### config.mk
export PLATFORM = sky130hd
export DESIGN_NAME = os_skew_feeder_flat
export DESIGN_NICKNAME = d
export VERILOG_FILES = /design/src/rtl/tpu_pkg.sv /design/src/rtl/os_skew_feeder_if.sv /design/src/rtl/skew_delay_line.sv /design/src/rtl/os_skew_feeder.sv /design/src/flat_wrapper.sv
export SDC_FILE = /design/constraint.sdc
export NUM_CORES = 1
export LEC_CHECK = 0
export CORE_MARGIN = 2
export CORE_UTILIZATION = 55
export CTS_BUF_LIST = sky130_fd_sc_hd__clkbuf_2
export CTS_CLUSTER_DIAMETER = 50
export DETAILED_ROUTE_END_ITERATION = 10
export GPL_ROUTABILITY_DRIVEN = 0
export MAX_ROUTING_LAYER = met4
export PLACE_DENSITY = 0.87
export REMOVE_ABC_BUFFERS = 1
export SYNTH_ARGS = -nofsm -noshare
export SYNTH_HDL_FRONTEND = slang
export SYNTH_SLANG_ARGS = --single-unit
### constraint.sdc
create_clock -name clk_i -period 15.7 [get_ports clk_i]
set_clock_uncertainty 0.1 [all_clocks]
set_input_delay 3.14 -clock clk_i [delete_from_list [all_inputs] [get_ports clk_i]]
set_output_delay 3.14 -clock clk_i [all_outputs]
set_load 0.005 [all_outputs]
### src/rtl/tpu_pkg.sv
// Shared TPU definitions: skew-feeder state encoding, default array size and
// the flush-length helper used to size the post-tile drain of the PE grid.
package tpu_pkg;

  typedef enum logic [1:0] {
    SKEW_IDLE   = 2'd0,
    SKEW_STREAM = 2'd1,
    SKEW_FLUSH  = 2'd2,
    SKEW_HOLD   = 2'd3
  } skew_state_e;

  localparam int DEFAULT_ARRAY_SIZE = 4;

  // A value entering lane 0 needs 2n-1 edges to reach the far corner PE.
  function automatic int flush_cycles(input int n);
    return 2 * n - 1;
  endfunction

endpackage

### src/rtl/os_skew_feeder_if.sv
// Handshake and array-edge bundle of os_skew_feeder. master = upstream/drain side,
// slave = the feeder. lane_valid_o exists only with OS_SKEW_LANE_VALID_EN.
interface os_skew_feeder_if import tpu_pkg::*; #(
  parameter int ARRAY_SIZE    = DEFAULT_ARRAY_SIZE,
  parameter int DATA_WIDTH_IN = 16
);
  logic                                vec_valid_i;
  logic                                vec_ready_o;
  logic [ARRAY_SIZE*DATA_WIDTH_IN-1:0] vec_data_i;
  logic                                vec_last_i;
  logic [ARRAY_SIZE*DATA_WIDTH_IN-1:0] edge_data_o;
  logic                                clear_o;
  logic                                tile_done_o;
  logic                                result_taken_i;
  logic                                tile_err_o;
`ifdef OS_SKEW_LANE_VALID_EN
  logic [ARRAY_SIZE-1:0]               lane_valid_o;

  modport master (
    output vec_valid_i, vec_data_i, vec_last_i, result_taken_i,
    input  vec_ready_o, edge_data_o, clear_o, tile_done_o, tile_err_o, lane_valid_o
  );
  modport slave (
    input  vec_valid_i, vec_data_i, vec_last_i, result_taken_i,
    output vec_ready_o, edge_data_o, clear_o, tile_done_o, tile_err_o, lane_valid_o
  );
`else
  modport master (
    output vec_valid_i, vec_data_i, vec_last_i, result_taken_i,
    input  vec_ready_o, edge_data_o, clear_o, tile_done_o, tile_err_o
  );
  modport slave (
    input  vec_valid_i, vec_data_i, vec_last_i, result_taken_i,
    output vec_ready_o, edge_data_o, clear_o, tile_done_o, tile_err_o
  );
`endif
endinterface

### src/rtl/skew_delay_line.sv
// Fixed-depth shift register for one skew lane; output is the DEPTH-th tap.
// Async active-high reset clears every tap so a mid-tile reset leaves no stale data.
module skew_delay_line #(
  parameter int DEPTH         = 1,
  parameter int DATA_WIDTH_IN = 16
) (
  input  logic                     clk,
  input  logic                     rst,
  input  logic [DATA_WIDTH_IN-1:0] d,
  output logic [DATA_WIDTH_IN-1:0] q
);
  logic [DATA_WIDTH_IN-1:0] taps [DEPTH];

  always_ff @(posedge clk or posedge rst) begin
    if (rst) begin
      for (int i = 0; i < DEPTH; i++) taps[i] <= '0;
    end else begin
      taps[0] <= d;
      for (int i = 1; i < DEPTH; i++) taps[i] <= taps[i-1];
    end
  end

  assign q = taps[DEPTH-1];
endmodule

### src/rtl/os_skew_feeder.sv
// Diagonal-wavefront feeder for the output-stationary PE array: lane k delayed k cycles,
// tile sequencing (clear / stream / flush / hold). Optional macro: OS_SKEW_LANE_VALID_EN.
module os_skew_feeder import tpu_pkg::*; #(
  parameter int ARRAY_SIZE    = DEFAULT_ARRAY_SIZE,
  parameter int DATA_WIDTH_IN = 16,
  parameter int K_MAX         = 256
) (
  input logic           clk_i,
  input logic           rst_i,
  os_skew_feeder_if.slave bus
);
  localparam int FLUSH_CYCLES = flush_cycles(ARRAY_SIZE);
  localparam int FW           = $clog2(FLUSH_CYCLES);
  localparam int CW           = $clog2(K_MAX + 1);

  localparam logic [1:0] ST_IDLE   = SKEW_IDLE;
  localparam logic [1:0] ST_STREAM = SKEW_STREAM;
  localparam logic [1:0] ST_FLUSH  = SKEW_FLUSH;
  localparam logic [1:0] ST_HOLD   = SKEW_HOLD;

  logic [1:0]                          state;
  logic [FW-1:0]                       flush_cnt;
  logic [CW-1:0]                       beat_cnt;
  logic [CW-1:0]                       beat_num;
  logic                                ready;
  logic                                accept;
  logic                                force_last;
  logic                                end_beat;
  logic                                clear;
  logic                                done;
  logic                                err;
  logic [ARRAY_SIZE*DATA_WIDTH_IN-1:0] lane_in;
  logic [ARRAY_SIZE*DATA_WIDTH_IN-1:0] edge_data;

  assign ready      = (state == ST_IDLE) || (state == ST_STREAM);
  assign accept     = bus.vec_valid_i && ready;
  assign beat_num   = (state == ST_IDLE) ? CW'(1) : beat_cnt + CW'(1);
  assign force_last = (beat_num == CW'(K_MAX));
  assign end_beat   = accept && (bus.vec_last_i || force_last);
  // Bubbles, flush and hold all feed zeros so the MAC accumulators stay unchanged.
  assign lane_in    = accept ? bus.vec_data_i : '0;

  always_ff @(posedge clk_i or posedge rst_i) begin
    if (rst_i) begin
      state     <= ST_IDLE;
      flush_cnt <= '0;
      beat_cnt  <= '0;
      clear     <= 1'b1;
      done      <= 1'b0;
      err       <= 1'b0;
    end else begin
      done <= 1'b0;
      case (state)
        ST_IDLE, ST_STREAM: begin
          if (accept) begin
            beat_cnt  <= beat_num;
            clear     <= 1'b0;
            flush_cnt <= '0;
            state     <= end_beat ? ST_FLUSH : ST_STREAM;
            if (force_last && !bus.vec_last_i) err <= 1'b1;
          end
        end
        ST_FLUSH: begin
          flush_cnt <= flush_cnt + FW'(1);
          if (flush_cnt == FW'(FLUSH_CYCLES - 1)) begin
            done  <= 1'b1;
            state <= ST_HOLD;
          end
        end
        ST_HOLD: begin
          if (bus.result_taken_i) begin
            state <= ST_IDLE;
            clear <= 1'b1;
          end
        end
        default: state <= ST_IDLE;
      endcase
    end
  end

  // Lane k is k+1 registers deep: beat accepted at edge t shows on lane k after edge t+k.
  for (genvar k = 0; k < ARRAY_SIZE; k++) begin : g_lane
    skew_delay_line #(
      .DEPTH         (k + 1),
      .DATA_WIDTH_IN (DATA_WIDTH_IN)
    ) u_data (
      .clk (clk_i),
      .rst (rst_i),
      .d   (lane_in[k*DATA_WIDTH_IN +: DATA_WIDTH_IN]),
      .q   (edge_data[k*DATA_WIDTH_IN +: DATA_WIDTH_IN])
    );
`ifdef OS_SKEW_LANE_VALID_EN
    skew_delay_line #(
      .DEPTH         (k + 1),
      .DATA_WIDTH_IN (1)
    ) u_valid (
      .clk (clk_i),
      .rst (rst_i),
      .d   (accept),
      .q   (bus.lane_valid_o[k])
    );
`endif
  end

  assign bus.vec_ready_o = ready;
  assign bus.edge_data_o = edge_data;
  assign bus.clear_o     = clear;
  assign bus.tile_done_o = done;
  assign bus.tile_err_o  = err;
endmodule

### src/flat_wrapper.sv
// flat-port wrapper written by rule: the top's interface ports become plain ports
module os_skew_feeder_flat import tpu_pkg::*;
#(
  parameter int ARRAY_SIZE    = DEFAULT_ARRAY_SIZE,
  parameter int DATA_WIDTH_IN = 16,
  parameter int K_MAX         = 256
)
  (clk_i, rst_i, bus_vec_valid_i, bus_vec_data_i, bus_vec_last_i, bus_result_taken_i, bus_vec_ready_o, bus_edge_data_o, bus_clear_o, bus_tile_done_o, bus_tile_err_o);
  os_skew_feeder_if #(.ARRAY_SIZE(ARRAY_SIZE), .DATA_WIDTH_IN(DATA_WIDTH_IN)) bus_i ();
  input logic clk_i;
  input logic rst_i;
  input wire logic [$bits(bus_i.vec_valid_i)-1:0] bus_vec_valid_i;
  input wire logic [$bits(bus_i.vec_data_i)-1:0] bus_vec_data_i;
  input wire logic [$bits(bus_i.vec_last_i)-1:0] bus_vec_last_i;
  input wire logic [$bits(bus_i.result_taken_i)-1:0] bus_result_taken_i;
  output wire logic [$bits(bus_i.vec_ready_o)-1:0] bus_vec_ready_o;
  output wire logic [$bits(bus_i.edge_data_o)-1:0] bus_edge_data_o;
  output wire logic [$bits(bus_i.clear_o)-1:0] bus_clear_o;
  output wire logic [$bits(bus_i.tile_done_o)-1:0] bus_tile_done_o;
  output wire logic [$bits(bus_i.tile_err_o)-1:0] bus_tile_err_o;
  assign bus_i.vec_valid_i = bus_vec_valid_i;
  assign bus_i.vec_data_i = bus_vec_data_i;
  assign bus_i.vec_last_i = bus_vec_last_i;
  assign bus_i.result_taken_i = bus_result_taken_i;
  assign bus_vec_ready_o = bus_i.vec_ready_o;
  assign bus_edge_data_o = bus_i.edge_data_o;
  assign bus_clear_o = bus_i.clear_o;
  assign bus_tile_done_o = bus_i.tile_done_o;
  assign bus_tile_err_o = bus_i.tile_err_o;
  os_skew_feeder #(.ARRAY_SIZE(ARRAY_SIZE), .DATA_WIDTH_IN(DATA_WIDTH_IN), .K_MAX(K_MAX)) u_core (.clk_i(clk_i), .rst_i(rst_i), .bus(bus_i));
endmodule
==> summary.md <==
| Metric | Value |
|---|---|
| Avg WL per Cell | `14.51 um` |
| Cell count after synthesis | `388` |
| Clock Pin Slew Worst Setup and Hold Paths | `0.24 ns` |
| Die Height | `106.3 um` |
| Die area | `0.01130 mm^2` |
| Synth Cell Area | `0.005756 mm^2` |
| Worst slack, placed | `10.16 ns` |
| Max frequency | `192.3 MHz` |
| Most common cell after layout, fill and taps aside | `dfrtp_1` |
| Endpoints failing hold | `0` |
| Synth warnings | `0` |
| Worst hold stages | `0` |
| Filler cells | `680` |
| CTS Buf Count | `17` |
| Core area | `0.01023 mm^2` |
| Area grow syn2layout | `24.15%` |
| First-pass GRT wire length | `approximately 15 mm` |
| Drt first pass iters | `4` |
| Slew Viols, Final | `0` |
| Comb pwr share | `0.169` |
| DR iter-0 viols | `160` |
| Core Util, Final | `0.6984` |
| Register bit total from synthesis | `177` |
| Met3 usage | `0.05579` |
| R2r startpoint | `u_core.state[1]` |
| Clock power frac | `0.238` |
| Switching power | `about 0.25 mW` |
| Longest Clk Path Bufs | `2` |
| Htree depth | `4` |
| Post-synthesis compound-gate area fraction | `0.03435` |
| DP HPWL | `6.240 mm` |
| Global Route Usage Sum | `0.1824` |
| Share of layout cells above drive strength 1 | `0.07847` |
| Post-synthesis cell type count | `37` |
| Post-synth ARST share | `1.000` |
| Tcrit/Tclk final | `0.3312` |
| Hold worst-path end | `u_core.g_lane[3].u_data.taps[39]` |
| Initial Util | `0.5626` |
| Initial antenna violation count | `0` |
| Pint | `0.6972 mW` |
| EDFF count, synth | `0` |
| Setup TNS | `0 ns` |
| Worst-path fanout max | `8` |
| Drt drc | `0` |
| Prevailing post-synth register cell | `dfrtp_1` |
| Reg power frac | `0.592` |
| WP data arrival | `1.96 ns` |
| Clock Tree Root | `clkbuf_2` |
| Crit. End Element | `primary output` |
| Most frequent cells in the layout | `dfrtp_1, clkdlybuf4s50_1, and2_1` |
| Via density | `approximately 4.7` |
| Pwr dens | `132.8 mW/mm^2` |
| Worst R2R End | `u_core.beat_cnt[5]` |
| Sw Share | `0.2655` |
| Worst setup SP type | `register` |
| Peak supply drop | `0.0001133 V` |
| Mean Syn Cell Area | `14.83 um^2` |
| Number of I/O port buffers | `~140` |
| Nets@finish | `556` |
| LEAKAGE | `3.391 nW` |
| Flop2flop setup slack | `around 13 ns` |
| Io pins | `137` |
| Hold slack final | `0.2551 ns` |
| Adder-cell share of the synthesized area | `0.006522` |
| Multiplexer share of the synthesized area | `0.001739` |
| # hold bufs at CTS | `0` |
| Setup violations, final | `0` |
| Xor and xnor area share after synthesis | `0.01065` |
| Max-Cap Viols | `0` |
| Hold Crit Start | `u_core.g_lane[3].u_data.taps[55]` |
| Worst hold path class | `register to register` |
| Seq/Total Area, Yosys | `0.7698` |
| WL final | `9.201 mm` |
| Post-DRT Antenna Nets | `0` |
| Clock sink count | `177` |
| CP required | `12.46 ns` |
| Die X | `approximately 110 um` |
| Vias | `2983` |
| Worst-Margin Slew | `1.158 ns` |
| Largest net degree at the start of global routing | `between 90 and 100` |
| Worst slew margin | `0.2266` |
| Row Count | `37` |
| Layer with the highest usage | `met2` |
| Met2 Usage GRT | `0.2949` |
| Power consumption | `0.9493 mW` |
| Post-CTS Resized | `0` |
| Unrepaired setup endpoints after global routing | `false` |
| Clk_lat worst skew | `roughly 0.7 ns` |
| Status | `finished, final reports clean` |
| Fin crit period | `5.200 ns` |
| Final worst slack | `10.50 ns` |
| Largest family of logic cells by synthesized area | `simple AND/OR/NAND/NOR gates` |
| Post-CTS Setup Inserts | `0` |
| FF-to-FF path depth | `3` |
| CTS tree | `done` |
| Vias in the first global route | `3018` |
| Critical setup path kind | `register to primary output` |
| Synth Area in Simple Gates | `0.1015` |
| GRT overflow | `0` |
| Routing usage on met1 | `0.2133` |
[worst max-delay path by stage]
stage               cells after the start  slack [ns]            endpoint            start
finish                                  2       10.50     bus_vec_ready_o  u_core.state[1]
global route                            2       10.34     bus_vec_ready_o  u_core.state[1]
CTS                                     2       10.45     bus_vec_ready_o  u_core.state[1]
detailed placement                      4       10.16  u_core.beat_cnt[5]  bus_vec_valid_i
global placement                        4       10.34  u_core.beat_cnt[5]  bus_vec_valid_i
floorplan                               1        7.66  u_core.beat_cnt[0]            rst_i
[per-stage QoR]
step	cells	cell area (um^2)
2_1_floorplan	328	5348
4_1_cts	633	7143
5_1_grt	633	7143
6_report	634	7146
3_5_place_dp	601	6899
3_3_place_gp	601	6899
[critical path: stages (launching register included)]
cell and delay [ns]:
dfrtp_1 0.54, inv_1 0.19, clkdlybuf4s50_1 0.53
[flip-flops by register name (all words and copies together), names as in the netlist]
| name | cells |
|---|---|
| u_core.g_lane.u_data.taps | 96 |
| u_core.bus.tile_done_o | 1 |
| u_core.flush_cnt | 3 |
| u_core.bus.clear_o | 1 |
| u_core.beat_cnt | 9 |
| u_core.bus.tile_err_o | 1 |
| u_core.g_lane.u_data.q | 64 |
| u_core.state | 2 |
[cell type report]
cell class | instances | area, um^2 | share of cell area
sequential | 177 | 4431 | 0.6200
timing repair buffer | 137 | 1369 | 0.1916
multi-input combinational | 144 | 898.4 | 0.1257
tap | 136 | 170.2 | 0.02381
clock inverter | 14 | 153.9 | 0.02154
clock buffer | 18 | 90.09 | 0.01261
inverter | 7 | 31.28 | 0.004378
antenna | 1 | 2.502 | 0.0003502
[logic make-up (layout without fill, tap and decap cells)]
kind of cell	count (synthesis)	after routing
compound gates	29	29
xor+xnor	7	7
fa+ha+maj	3	3
buf+inv	67	176
flops	177	177
mux	1	1
other cells	0	1
simple gates	104	104
[metal layers]
| metal | routed length (um) | up-vias | part of all wire |
|---|---|---|---|
| met1 | 3663 | 1473 | 0.40 |
| met5 | 0 | - | 0 |
| met3 | 620 | 19 | 0.067 |
| li1 | - | 1373 | - |
| met4 | 187 | 0 | 0.020 |
| met2 | 4730 | 118 | 0.51 |
[cells in the mapped netlist (2+ instances only)]
cell	n	area share
o31ai_1	2	0.0026
o21ai_1	2	0.0017
buf_4	48	0.063
buf_2	2	0.0017
inv_1	6	0.0039
a21oi_1	2	0.0017
and3_1	2	0.0022
o21ai_0	10	0.0087
xor2_1	2	0.0030
and2_1	64	0.070
nor2_1	8	0.0052
ha_1	3	0.0065
a22o_1	2	0.0030
clkbuf_1	10	0.0065
dfrtp_1	176	0.77
a22oi_1	2	0.0026
xnor2_1	5	0.0076
nand2_1	19	0.012
nor3b_1	2	0.0026
nand3_1	4	0.0035
[power by group through the flow]
stage	clock network, mW	registers [mW]	logic [mW]
2_1_floorplan	0	0.566	0.0643
3_3_place_gp	0	0.567	0.155
3_5_place_dp	0	0.572	0.161
4_1_cts	0.233	0.563	0.163
5_1_grt	0.255	0.571	0.178
6_report	0.226	0.562	0.160
Note: power is estimated with default switching activity, not from simulation.
